===== src/rtl/vga_timing_gen_if.sv =====
// vga_timing_gen_if
//   Raster timing bundle between the VGA timing generator and its consumers
//   (pattern generators, output mux, and whoever drives the frame controls).
//
//   Signals
//     ena        : global enable; low freezes the raster
//     speed[1:0] : frame divider select, strobe every 2^speed frames
//     pause      : suppress divider strobes (step-control builds only)
//     step       : single-advance request, asynchronous to clk
//     x[9:0]     : horizontal pixel counter
//     y[9:0]     : vertical line counter
//     active     : visible-area qualifier
//     hsync      : active-low horizontal sync
//     vsync      : active-low vertical sync
//     next_frame : one-cycle frame advance strobe
//
//   Modports
//     master : the timing generator (drives raster outputs)
//     slave  : consumer/controller side (drives controls, reads raster)

interface vga_timing_gen_if;
   logic       ena;
   logic [1:0] speed;
   logic       pause;
   logic       step;
   logic [9:0] x;
   logic [9:0] y;
   logic       active;
   logic       hsync;
   logic       vsync;
   logic       next_frame;

   modport master (
      input  ena, speed, pause, step,
      output x, y, active, hsync, vsync, next_frame
   );

   modport slave (
      output ena, speed, pause, step,
      input  x, y, active, hsync, vsync, next_frame
   );
endinterface


===== src/rtl/vga_timing_gen.sv =====
// vga_timing_gen
//   Free-running 640x480@60 Hz raster timing generator. Produces pixel
//   coordinates, the active-video qualifier, active-low sync pulses and a
//   one-cycle next_frame strobe divided down by 2^speed frames.
//
//   Ports
//     clk   : pixel clock, all state on the rising edge
//     rst_n : asynchronous active-low reset
//     vga   : vga_timing_gen_if.master (ena/speed/pause/step in,
//             x/y/active/hsync/vsync/next_frame out)
//
//   Build option
//     VGA_STEP_CTRL_EN : when defined, pause suppresses divider strobes and
//                        a synchronised rising edge on step requests one
//                        strobe at the next frame end. When undefined, pause
//                        and step are ignored and carry no flops.

module vga_timing_gen #(
   parameter int H_ACTIVE = 640,
   parameter int H_FP     = 16,
   parameter int H_SYNC   = 96,
   parameter int H_BP     = 48,
   parameter int V_ACTIVE = 480,
   parameter int V_FP     = 10,
   parameter int V_SYNC   = 2,
   parameter int V_BP     = 33
) (
   input  logic              clk,
   input  logic              rst_n,
   vga_timing_gen_if.master  vga
);

   localparam int H_TOTAL = H_ACTIVE + H_FP + H_SYNC + H_BP;
   localparam int V_TOTAL = V_ACTIVE + V_FP + V_SYNC + V_BP;

   localparam logic [9:0] C_H_LAST     = 10'(H_TOTAL - 1);
   localparam logic [9:0] C_V_LAST     = 10'(V_TOTAL - 1);
   localparam logic [9:0] C_H_ACT      = 10'(H_ACTIVE);
   localparam logic [9:0] C_V_ACT      = 10'(V_ACTIVE);
   localparam logic [9:0] C_H_PRE_FE   = 10'(H_ACTIVE - 1);
   localparam logic [9:0] C_V_LAST_ACT = 10'(V_ACTIVE - 1);
   localparam logic [9:0] C_HS_START   = 10'(H_ACTIVE + H_FP);
   localparam logic [9:0] C_HS_END     = 10'(H_ACTIVE + H_FP + H_SYNC);
   localparam logic [9:0] C_VS_START   = 10'(V_ACTIVE + V_FP);
   localparam logic [9:0] C_VS_END     = 10'(V_ACTIVE + V_FP + V_SYNC);

   logic [9:0] r_x;
   logic [9:0] r_y;
   logic [2:0] r_div_cnt;
   logic       r_next_frame;

   logic       w_x_last;
   logic       w_y_last;
   logic       w_fe_edge;
   logic [2:0] w_div_thresh;
   logic       w_div_hit;
   logic       w_pause;
   logic       w_step_pending;

   assign w_x_last = (r_x == C_H_LAST);
   assign w_y_last = (r_y == C_V_LAST);

   // The strobe is registered but must be high while x/y sit on the frame-end
   // position (H_ACTIVE, V_ACTIVE-1), so the decision is made on the edge
   // that moves the counters there, i.e. from the preceding pixel.
   assign w_fe_edge = vga.ena && (r_x == C_H_PRE_FE) && (r_y == C_V_LAST_ACT);

   always_comb begin
      w_div_thresh = 3'd0;
      case (vga.speed)
         2'd0:    w_div_thresh = 3'd0;
         2'd1:    w_div_thresh = 3'd1;
         2'd2:    w_div_thresh = 3'd3;
         default: w_div_thresh = 3'd7;
      endcase
   end

   // >= rather than == so lowering speed mid-count fires on the next frame end
   assign w_div_hit = (r_div_cnt >= w_div_thresh);

`ifdef VGA_STEP_CTRL_EN
   logic r_step_meta;
   logic r_step_sync;
   logic r_step_prev;
   logic r_step_pending;
   logic w_step_rise;

   assign w_step_rise    = r_step_sync & ~r_step_prev;
   assign w_pause        = vga.pause;
   assign w_step_pending = r_step_pending;

   // Every frame end consumes the pending step; a fresh edge arriving on that
   // same edge survives for the following frame.
   always_ff @(posedge clk or negedge rst_n) begin
      if (!rst_n) begin
         r_step_meta    <= 1'b0;
         r_step_sync    <= 1'b0;
         r_step_prev    <= 1'b0;
         r_step_pending <= 1'b0;
      end else if (vga.ena) begin
         r_step_meta    <= vga.step;
         r_step_sync    <= r_step_meta;
         r_step_prev    <= r_step_sync;
         r_step_pending <= (r_step_pending & ~w_fe_edge) | w_step_rise;
      end
   end
`else
   logic w_unused_step_ctrl;

   assign w_unused_step_ctrl = vga.pause ^ vga.step;
   assign w_pause            = 1'b0;
   assign w_step_pending     = 1'b0;
`endif

   always_ff @(posedge clk or negedge rst_n) begin
      if (!rst_n) begin
         r_x          <= 10'd0;
         r_y          <= 10'd0;
         r_div_cnt    <= 3'd0;
         r_next_frame <= 1'b0;
      end else if (vga.ena) begin
         if (w_x_last) begin
            r_x <= 10'd0;
            r_y <= w_y_last ? 10'd0 : r_y + 10'd1;
         end else begin
            r_x <= r_x + 10'd1;
         end

         r_next_frame <= 1'b0;
         if (w_fe_edge) begin
            if (w_pause) begin
               r_next_frame <= w_step_pending;
            end else if (w_div_hit) begin
               r_next_frame <= 1'b1;
               r_div_cnt    <= 3'd0;
            end else begin
               r_div_cnt    <= r_div_cnt + 3'd1;
            end
         end
      end else begin
         r_next_frame <= 1'b0;
      end
   end

   assign vga.x          = r_x;
   assign vga.y          = r_y;
   assign vga.active     = (r_x < C_H_ACT) && (r_y < C_V_ACT);
   assign vga.hsync      = ~((r_x >= C_HS_START) && (r_x < C_HS_END));
   assign vga.vsync      = ~((r_y >= C_VS_START) && (r_y < C_VS_END));
   assign vga.next_frame = r_next_frame;

endmodule


===== src/flat_wrapper.sv =====
// flat-port wrapper written by rule: the top's interface ports become plain ports
module vga_timing_gen_flat 
#(
   parameter int H_ACTIVE = 640,
   parameter int H_FP     = 16,
   parameter int H_SYNC   = 96,
   parameter int H_BP     = 48,
   parameter int V_ACTIVE = 480,
   parameter int V_FP     = 10,
   parameter int V_SYNC   = 2,
   parameter int V_BP     = 33
)
  (clk, rst_n, vga_ena, vga_speed, vga_pause, vga_step, vga_x, vga_y, vga_active, vga_hsync, vga_vsync, vga_next_frame);
  vga_timing_gen_if vga_i ();
  input  logic clk;
  input  logic rst_n;
  input wire logic [$bits(vga_i.ena)-1:0] vga_ena;
  input wire logic [$bits(vga_i.speed)-1:0] vga_speed;
  input wire logic [$bits(vga_i.pause)-1:0] vga_pause;
  input wire logic [$bits(vga_i.step)-1:0] vga_step;
  output wire logic [$bits(vga_i.x)-1:0] vga_x;
  output wire logic [$bits(vga_i.y)-1:0] vga_y;
  output wire logic [$bits(vga_i.active)-1:0] vga_active;
  output wire logic [$bits(vga_i.hsync)-1:0] vga_hsync;
  output wire logic [$bits(vga_i.vsync)-1:0] vga_vsync;
  output wire logic [$bits(vga_i.next_frame)-1:0] vga_next_frame;
  assign vga_i.ena = vga_ena;
  assign vga_i.speed = vga_speed;
  assign vga_i.pause = vga_pause;
  assign vga_i.step = vga_step;
  assign vga_x = vga_i.x;
  assign vga_y = vga_i.y;
  assign vga_active = vga_i.active;
  assign vga_hsync = vga_i.hsync;
  assign vga_vsync = vga_i.vsync;
  assign vga_next_frame = vga_i.next_frame;
  vga_timing_gen #(.H_ACTIVE(H_ACTIVE), .H_FP(H_FP), .H_SYNC(H_SYNC), .H_BP(H_BP), .V_ACTIVE(V_ACTIVE), .V_FP(V_FP), .V_SYNC(V_SYNC), .V_BP(V_BP)) u_core (.clk(clk), .rst_n(rst_n), .vga(vga_i));
endmodule

===== config.mk =====
export PLATFORM = sky130hd
export DESIGN_NAME = vga_timing_gen_flat
export DESIGN_NICKNAME = d
export VERILOG_FILES = /design/src/rtl/vga_timing_gen_if.sv /design/src/rtl/vga_timing_gen.sv /design/src/flat_wrapper.sv
export SDC_FILE = /design/constraint.sdc
export NUM_CORES = 1
export LEC_CHECK = 0
export CAP_MARGIN = 20
export CELL_PAD_IN_SITES_DETAIL_PLACEMENT = 1
export CELL_PAD_IN_SITES_GLOBAL_PLACEMENT = 2
export CORE_MARGIN = 5
export CORE_UTILIZATION = 31
export DETAILED_ROUTE_END_ITERATION = 10
export GPL_TIMING_DRIVEN = 1
export PLACE_DENSITY = 0.82
export SLEW_MARGIN = 0
export SYNTH_ARGS = -nofsm -noshare
export SYNTH_HDL_FRONTEND = slang
export SYNTH_SLANG_ARGS = --single-unit

===== constraint.sdc =====
create_clock -name clk -period 2.2 [get_ports clk]
set_input_delay 0.44 -clock clk [delete_from_list [all_inputs] [get_ports clk]]
set_output_delay 0.44 -clock clk [all_outputs]
set_load 0.01 [all_outputs]

== Yosys cells after proc, flatten, opt, wreduce, memory -nomap -nowiden ==
Index checks and enable logic that the tools add are counted.
W data, S select, Z words.
Word-level totals
  flip-flop bits (word level): 24
  output and inout bits: 24
Operators by class
  add/sub/neg operators: 3
  magnitude comparators: 7
  eq/ne operators: 6
  mux-type cells: 7
  bitwise operators: 2
  reductions and logical operators: 8
Operator list (number)
  $eq A10 B10 Y1 const B: 3
  $add A10 B1 Y10 const B: 2
  $lt A10 B10 Y1 const B: 2
  $lt A10 B9 Y1 const B: 2
  $mux W10: 2
  $eq A10 B9 Y1 const B: 1
  $ge A10 B10 Y1 const B: 1
  $ge A10 B9 Y1 const B: 1
  $pmux W3 S3: 1
  $logic_and A1 B1 Y1: 5
  $reduce_and A2 Y1: 2
  $add A3 B1 Y3 const B: 1
  $ge A3 B3 Y1: 1
  $mux W1: 3
  $mux W3: 1
  $eq A2 B1 Y1 const B: 1
  $eq A2 B2 Y1 const B: 1
  $logic_not A2 Y1: 1
  $not A1 Y1: 2

== Depth between registers and ports, before layout ==
Gate-level depths: netlist of the first run.
  depth after elaboration: 6
  depth in mapped cells: 6

== Worst setup path after synthesis of the first run ==
OpenSTA, ideal clock, no wires.
  kind: register to register
  from: register u_core.r_y[9] (netlist: u_core.vga.y[9])
  to: register u_core.r_div_cnt[2]
  library setup time: 0.126 ns
  data arrival time: 1.679 ns
  required time: 2.074 ns
  path slack: 0.395 ns
  stages on the path, launching flop included: 5
  path buffers: 0
  period minus slack after synthesis: 1.805 ns
  path through: dfrtp_1 or4b_4 nor4_4 nand2_2 a221o_1
Between the ends
  longest elaborated chain between the ends: 3
RTL lines
  start: declaration: RTL line vga_timing_gen.sv:48  | logic [9:0] r_y;
  start signal: assignment: RTL line vga_timing_gen.sv:124  | r_y <= w_y_last ? 10'd0 : r_y + 10'd1;
  $eq A10 B9 Y1: RTL line vga_timing_gen.sv:66  | assign w_fe_edge = vga.ena && (r_x == C_H_PRE_FE) && (r_y == C_V_LAST_ACT);
  $logic_and A1 B1 Y1: RTL line vga_timing_gen.sv:66
  $reduce_and A2 Y1 (no source line)
  end signal: assignment: RTL line vga_timing_gen.sv:137  | r_div_cnt <= r_div_cnt + 3'd1;
  end: declaration: RTL line vga_timing_gen.sv:49  | logic [2:0] r_div_cnt;
No other way between the ends.
A chain may end at the register's enable or synchronous reset.

== Final worst setup path of the first run ==
  from: register u_core.r_y[2] (netlist: u_core.vga.y[2])
  to: output port vga_vsync
Between the ends
  longest elaborated chain between the ends: 3
RTL lines
  $ge A10 B9 Y1 / $lt A10 B9 Y1 (equally long branches): RTL line vga_timing_gen.sv:149  | assign vga.vsync = ~((r_y >= C_VS_START) && (r_y < C_VS_END));
  $logic_and A1 B1 Y1 (*): RTL line vga_timing_gen.sv:149
  $not A1 Y1 (*): RTL line vga_timing_gen.sv:149
  end: declaration: RTL line flat_wrapper.sv:25  | output wire logic [$bits(vga_i.vsync)-1:0] vga_vsync;
Mark *: on every way between the ends. The rest lies on a longest branch, timed or not.

==> results.md, run 1 <==
- First-pass GRT wire length: 6550 µm
- CTS tree: built
- Htree depth: 1
- WL/cell: approximately 16 µm
- Cell Area, Synth: about 0.0014 mm²
- Design Power: approximately 0.0011 W
- Crit-path max FO: 8
- Worst setup path class: reg2out
- FILL cells: between 500 and 600
- Share of layout cells above drive strength 1: 17.6%
- Cts hold-fix bufs: 0
- Synth warnings: 0
- Cells along the critical path: nor4b_1 > nand3_1 > clkdlybuf4s50_1
- Minimum clock period: 2.12 ns
- CTS max path bufs: 2
- Vias after detailed routing: between 1000 and 1500
- Clk_lat worst skew: 0.27 ns
- Period utilization: 96.3%
- Root Buffer: clkbuf_8
- Startpoint class of the critical path: flip-flop
- Power Dens Cells: 606 mW/mm²
- Worst EP arrival: 1.68 ns
- Max VDD drop: 0.000343 V
- Clk sinks: 24
- Sw Pwr: 0.000350 W
- Unrepaired setup endpoints after global routing: false
- DP Area: 0.00180 mm²
- Sequential element share of the synthesized area: 44.0%
- FP Rows: 24
- Share of synthesized registers carrying an async set or reset: 100%
- Top cells by area, synth: dfrtp_1 (44%), ha_1 (7.3%), xnor2_1 (5.1%)
- Status: finished clean
- WL final: ~3800 µm
- Initial core utilization: roughly a third
- Die area: 0.00583 mm²
- Diodes inserted: 0
- DR iter-0 viols: 19
- RR Endpoint: u_core.r_div_cnt[2]
- Clk slew on worst S/H paths: 0.09 ns
- Internal cell power: 0.000781 W
- Initial antenna violation count: 0
- Syn_area_per_cell: 10.3 µm²
- First-pass DRT Iterations: 4
- Vias/cell: 5.25
- Clock skew: 0.00248 ns
- Worst reg-to-reg setup slack: around 0.32 ns
- DRC violations left: 0
- Worst path slowest cell: clkdlybuf4s50_1
- Post-synth EDFFs: 0
- Buffers on Ports: 28
- Register share of total power: 49.7%
- Gr usage total: 13.6%
- Worst-case headroom to the max-slew limit: 65.6%
- Max_cap viols: 0
- Multi-input gate area: between 700 and 800 µm²
- Congestion Overflow GR: 0
- Main synth FF type: dfrtp_1
- Switching share of total power: 31.0%
- IO Count: 31
- Clock network power share: about a quarter
- Combinational power share: roughly a quarter
- Worst Reg-to-Reg Cells: 4
- Post-layout nets: 193
- Core ar.: 0.00432 mm²
- Dpl hpwl: 2920 µm
- Setup crit end kind: output port
- Pins over their slew limit: 0
- Final Cell Area: 0.00187 mm²
- FF-to-FF Start: u_core.vga.y[9]
- ANT nets after route: 0
- Syn nets: between 100 and 150
- Synth top area share: 44.0%
- CTS buffer count: 3
- Worst min-delay path category: in2async
- Final GP Congestion: about 0.80
- Number of global-route vias before repair: 1296
- Cell taking the most area after synthesis: dfrtp_1
- Fmax: 0.472 GHz
- Die width: 76.4 µm
- Largest net degree at the start of global routing: 25
- Chip height: about 76 µm
- Worst EP required: 1.76 ns
- Max stage delay on crit path: 0.49 ns
- Reg area: between 600 and 700 µm²
- Mapped Cells: 132
- Netlist cell types: 38
- Final Hold Fails: 0
- Pleak: 0.850 nW
- # setup viols final: 0
- Synthesis-to-layout area growth: 36.7%
- Synth Register Bits: 24
- Worst Tran Pin Value: 0.509 ns
-- registers in the layout, summed over array words and instances, names as in the netlist --
name and cells:
u_core.vga.next_frame 1, u_core.vga.y 10, u_core.vga.x 10, u_core.r_div_cnt 3
-- metrics by stage --
step / utilization, % / worst slack (ns) / cells / hold WS, ns / setup TNS [ns]
final: 43.1 / 0.0807 / 228 / 0.519 / 0
after global routing: 43.1 / 0.00548 / 228 / 0.552 / 0
after CTS: 42.5 / 0.00702 / 226 / 0.531 / 0
after detailed placement: 41.5 / -0.223 / 223 / 0.523 / -0.732
after global placement: 41.5 / -0.0907 / 223 / 0.517 / -0.178
after floorplan: - / 0.395 / 132 / 0.144 / 0
-- critical path: cells and delay by family, from the launching register on --
kind | cells | cell delay (ns)
buffers and inverters | 1 | 0.49
DFF | 1 | 0.48
and+or+nand+nor | 2 | 0.44
-- Yosys cell counts, drive strengths merged, types with 2 or more instances --
master  count
nand3       8
nor4        3
a21o        3
xor2        2
dfrtp      24
or3         3
o21ai       3
a31oi       3
nand2      10
nor2b       2
nand4       8
nor3        4
ha          8
xnor2       8
inv         9
o21a        2
nor2        7
and3        4
mux2        3
and4        3
mux2i       3
-- logic make-up (layout without fill, tap and decap cells) --
| family | after synthesis | count (layout) | synth area share (%) |
|---|---|---|---|
| buffers and inverters | 10 | 54 | 2.84 |
| XOR/XNOR | 10 | 10 | 6.42 |
| flip-flops | 24 | 24 | 44.0 |
| adder cells (fa/ha/maj) | 8 | 8 | 7.33 |
| multiplexers | 6 | 6 | 4.67 |
| AO/OA/AOI/OAI | 15 | 15 | 7.52 |
| AND/OR/NAND/NOR | 59 | 59 | 27.2 |
-- final cells by class --
cell class	instances	share of cell area (%)
clock buffer	3	2.21
inverter	9	1.81
multi-input combinational	98	39.2
sequential	24	32.3
tap	52	3.49
timing repair buffer	42	20.9
-- power groups by stage --
stage,Clock (W),Combinational [W],Sequential (W)
global route,0.000290,0.000328,0.000573
finish,0.000269,0.000300,0.000562
CTS,0.000277,0.000268,0.000572
detailed placement,0,0.000266,0.000580
floorplan,0,0.0000968,0.000580
global placement,0,0.000256,0.000573
-- layer usage --
layer  up-vias  GRT usage, %  wire length (µm)
met5         -             0                 0
met1       612          16.5              1620
met4         0          4.20                39
li1        566             -                 -
met2        15          24.0              2000
met3         4          2.72                99
-- cell usage in the layout, fill, tap and decap left out, drive strengths merged --
| cell | synthesis | layout |
|---|---|---|
| xnor2 | 8 | 8 |
| nand3 | 8 | 8 |
| or4b | 1 | 1 |
| nor4bb | 1 | 1 |
| nor4b | 1 | 1 |
| o21ai | 3 | 3 |
| ha | 8 | 8 |
| nor2 | 7 | 7 |
| and3b | 1 | 1 |
| a21oi | 1 | 1 |
| and4 | 3 | 3 |
| nand2b | 1 | 1 |
| dfrtp | 24 | 24 |
| o21a | 2 | 2 |
| nand2 | 10 | 10 |
| nor4 | 3 | 3 |
| inv | 9 | 9 |
| dlymetal6s2s | 0 | 2 |
| nor2b | 2 | 2 |
| or3 | 3 | 3 |
| nor3 | 4 | 4 |
| clkbuf | 0 | 3 |
| mux2 | 3 | 3 |
| buf | 1 | 14 |
| xor2 | 2 | 2 |
| nand4 | 8 | 8 |
| a221o | 1 | 1 |
| or2 | 1 | 1 |
| nand3b | 1 | 1 |
| o41ai | 1 | 1 |
| o22ai | 1 | 1 |
| and3 | 4 | 4 |
| a31oi | 3 | 3 |
| a21o | 3 | 3 |
| clkdlybuf4s50 | 0 | 26 |
| mux2i | 3 | 3 |
-- repair_timing --
action	4_1_cts	5_1_grt
setup buffers	0	2
resized for setup	0	5
endpoints found under the setup margin	0	5
-- how the worst max path moves through the flow --
stage                               start                  end  slack, ns  cells past startpoint
after floorplan           u_core.vga.y[9]  u_core.r_div_cnt[2]       0.40                      4
after global placement       vga_speed[1]  u_core.r_div_cnt[2]      -0.09                      7
after detailed placement     vga_speed[1]  u_core.r_div_cnt[2]      -0.22                      7
after CTS                 u_core.vga.x[4]            vga_hsync      0.007                      3
after global routing      u_core.vga.y[2]            vga_vsync      0.005                      3
final                     u_core.vga.y[2]            vga_vsync       0.08                      3
(Power assumes the default switching activity.)
==> inputs of run 2 (changes only) <==
SLEW_MARGIN = 20   (was 0)
==> results of run 2 <==
No change in the layout: final DEF, timing and power equal those of run 1.
==> inputs of run 3 (changes only) <==
CORE_MARGIN = 2   (was 5)
REMOVE_ABC_BUFFERS = 1   (was unset)
==> run 3 against run 2 <==
  * Largest cell class unchanged
  * Final area shrank 0.47%
  * Clock power grew 15%
  * Highest routed layer unchanged
  * Critical path type unchanged
  * Global-route usage grew 1.1 points
==> results.md, run 3 (same netlist as run 1, synthesis figures left out) <==
- Max_cap viols: 0
- Setup slack after layout: 0.0571 ns
- ANT nets after route: 0
- Die area: 0.00495 mm²
- First-pass GRT wire length: 5890 µm
- DP Cell Count: between 200 and 250
- Worst Reg-to-Reg Cells: 4
- Worst setup path class: reg2out
- Register share of total power: a little under half
- Clk_lat worst skew: around 0.27 ns
- IO Count: 31
- Diodes inserted: 0
- Status: finished clean
- FILL cells: 483
- Worst hold slack: approximately 0.53 ns
- Setup crit end kind: output port
- Cts hold-fix bufs: 0
- FF-to-FF Start: u_core.vga.y[9]
- Pins over their slew limit: 0
- Clk sinks: 24
- Buffers on Ports: 28
- Final Hold Fails: 0
- Fmax: 0.467 GHz
- Worst EP arrival: between 1.5 and 2 ns
- Power Dens Cells: 626 mW/mm²
- Htree depth: 1
- Root Buffer: clkbuf_8
- Clk slew on worst S/H paths: 0.09 ns
- FP Rows: 24
- Synthesis-to-layout area growth: 36.0%
- Internal cell power: 0.000818 W
- Largest net degree at the start of global routing: 25
- Worst reg-to-reg setup slack: 0.30 ns
- DRC violations left: 0
- Worst-case headroom to the max-slew limit: 69.7%
- Vias after detailed routing: about 1200
- Placement Setup Slack: -0.185 ns
- DR iter-0 viols: 32
- Sw Pwr: 0.000345 W
- Core ar.: 0.00429 mm²
- CTS max path bufs: 2
- Final GP Congestion: ~0.78
- Worst EP required: 1.76 ns
- Pleak: 0.850 nW
- Commonest non-fill, non-tap cell in the layout: clkdlybuf4s50_1
- Switching share of total power: ~30%
- Vias/cell: approximately 5.2
- Crit-path max FO: 4
- Share of layout cells above drive strength 1: 16.6%
- Combinational power share: 25.5%
- Post-layout nets: 191
- Post-route insts no fill: about 230
- Congestion Overflow GR: 0
- Period utilization: 97.4%
- Worst Tran Pin Value: 0.448 ns
- RR Endpoint: u_core.r_div_cnt[2]
- Worst min-delay path category: in2async
- Clock skew: 0.00320 ns
- Minimum clock period: around 2.1 ns
- Max VDD drop: 0.000277 V
- Clock network power share: between 20% and 30%
- Gr usage total: 14.7%
- Number of global-route vias before repair: 1257
- First-pass DRT Iterations: 4
- CTS tree: built
- WL final: ~3400 µm
- Most frequent cells in the layout: clkdlybuf4s50_1 (27), dfrtp_1 (23), buf_4 (12)
- Startpoint class of the critical path: flip-flop
- WL/cell: 14.9 µm
- Initial antenna violation count: 0
- Initial core utilization: 31.8%
- CTS buffer count: 3
- Die width: 70.4 µm
- # setup viols final: 0
- Chip height: 70.4 µm
- Design Power: 0.00116 W
- Dpl hpwl: 2550 µm
[run 3: cell types whose count changed in the layout (fill, tap and decap cells not counted)]
cell and change:
buf_4 -2, dlymetal6s2s_1 -2, a31oi_1 +1, a31oi_2 -1, clkbuf_8 +1, clkdlybuf4s50_1 +1, dfrtp_1 +1, dfrtp_2 -1
dlygate4sd2_1 +1, nor4b_1 -1, nor4b_2 +1
[run 3: worst max-delay path, cell delays in order (launching register included)]
cell and delay, ns:
dfrtp_2 0.43, or3_1 0.35, nand4_1 0.11, clkdlybuf4s50_1 0.54
[run 3: cell type report]
cell class	count	area [µm²]	share of cell area (%)
Sequential cell	24	602	32.4
Timing Repair Buffer	40	369	19.9
Inverter	9	33.8	1.82
Clock buffer	4	55.1	2.96
Multi-Input combinational cell	98	732	39.4
Tap cell	52	65.1	3.50
[run 3: power groups by stage]
stage | Clock (W) | Sequential (W) | Combinational, W
finish | 0.000309 | 0.000556 | 0.000297
global route | 0.000343 | 0.000567 | 0.000324
global placement | 0 | 0.000572 | 0.000251
floorplan | 0 | 0.000580 | 0.0000968
CTS | 0.000320 | 0.000565 | 0.000267
detailed placement | 0 | 0.000574 | 0.000258
[run 3: through the flow]
| step | instance area (µm²) | TNS [ns] | utilization, % |
|---|---|---|---|
| floorplan | 1360 | 0 | - |
| global placement | 1770 | -0.175 | 41.3 |
| detailed placement | 1770 | -0.564 | 41.3 |
| CTS | 1840 | 0 | 42.7 |
| global route | 1860 | -0.000819 | 43.2 |
| finish | 1860 | 0 | 43.2 |
[run 3: how the worst max path moves through the flow]
stage,start,to,depth (start not counted)
2_1_floorplan,u_core.vga.x[0],u_core.vga.y[4],5
3_3_place_gp,vga_speed[1],u_core.r_div_cnt[2],7
3_5_place_dp,vga_speed[1],u_core.r_div_cnt[2],7
4_1_cts,u_core.vga.x[4],vga_hsync,3
5_1_grt,u_core.vga.x[5],vga_hsync,3
6_report,u_core.vga.x[4],vga_hsync,3
[run 3: what timing repair did]
action,CTS,global route
hold endpoints to repair,0,0
buffers inserted,1,2
endpoints found under the setup margin,2,2
resized for setup,2,1
[run 3: routing by layer]
| metal | GRT usage [%] | vias to the layer above | part of all wire, % |
|---|---|---|---|
| met2 | 24.3 | 24 | 50 |
| met3 | 2.31 | 8 | 3.2 |
| li1 | - | 564 | - |
| met4 | 4.49 | 0 | 1.4 |
| met5 | 0 | - | 0 |
| met1 | 19.6 | 590 | 45 |
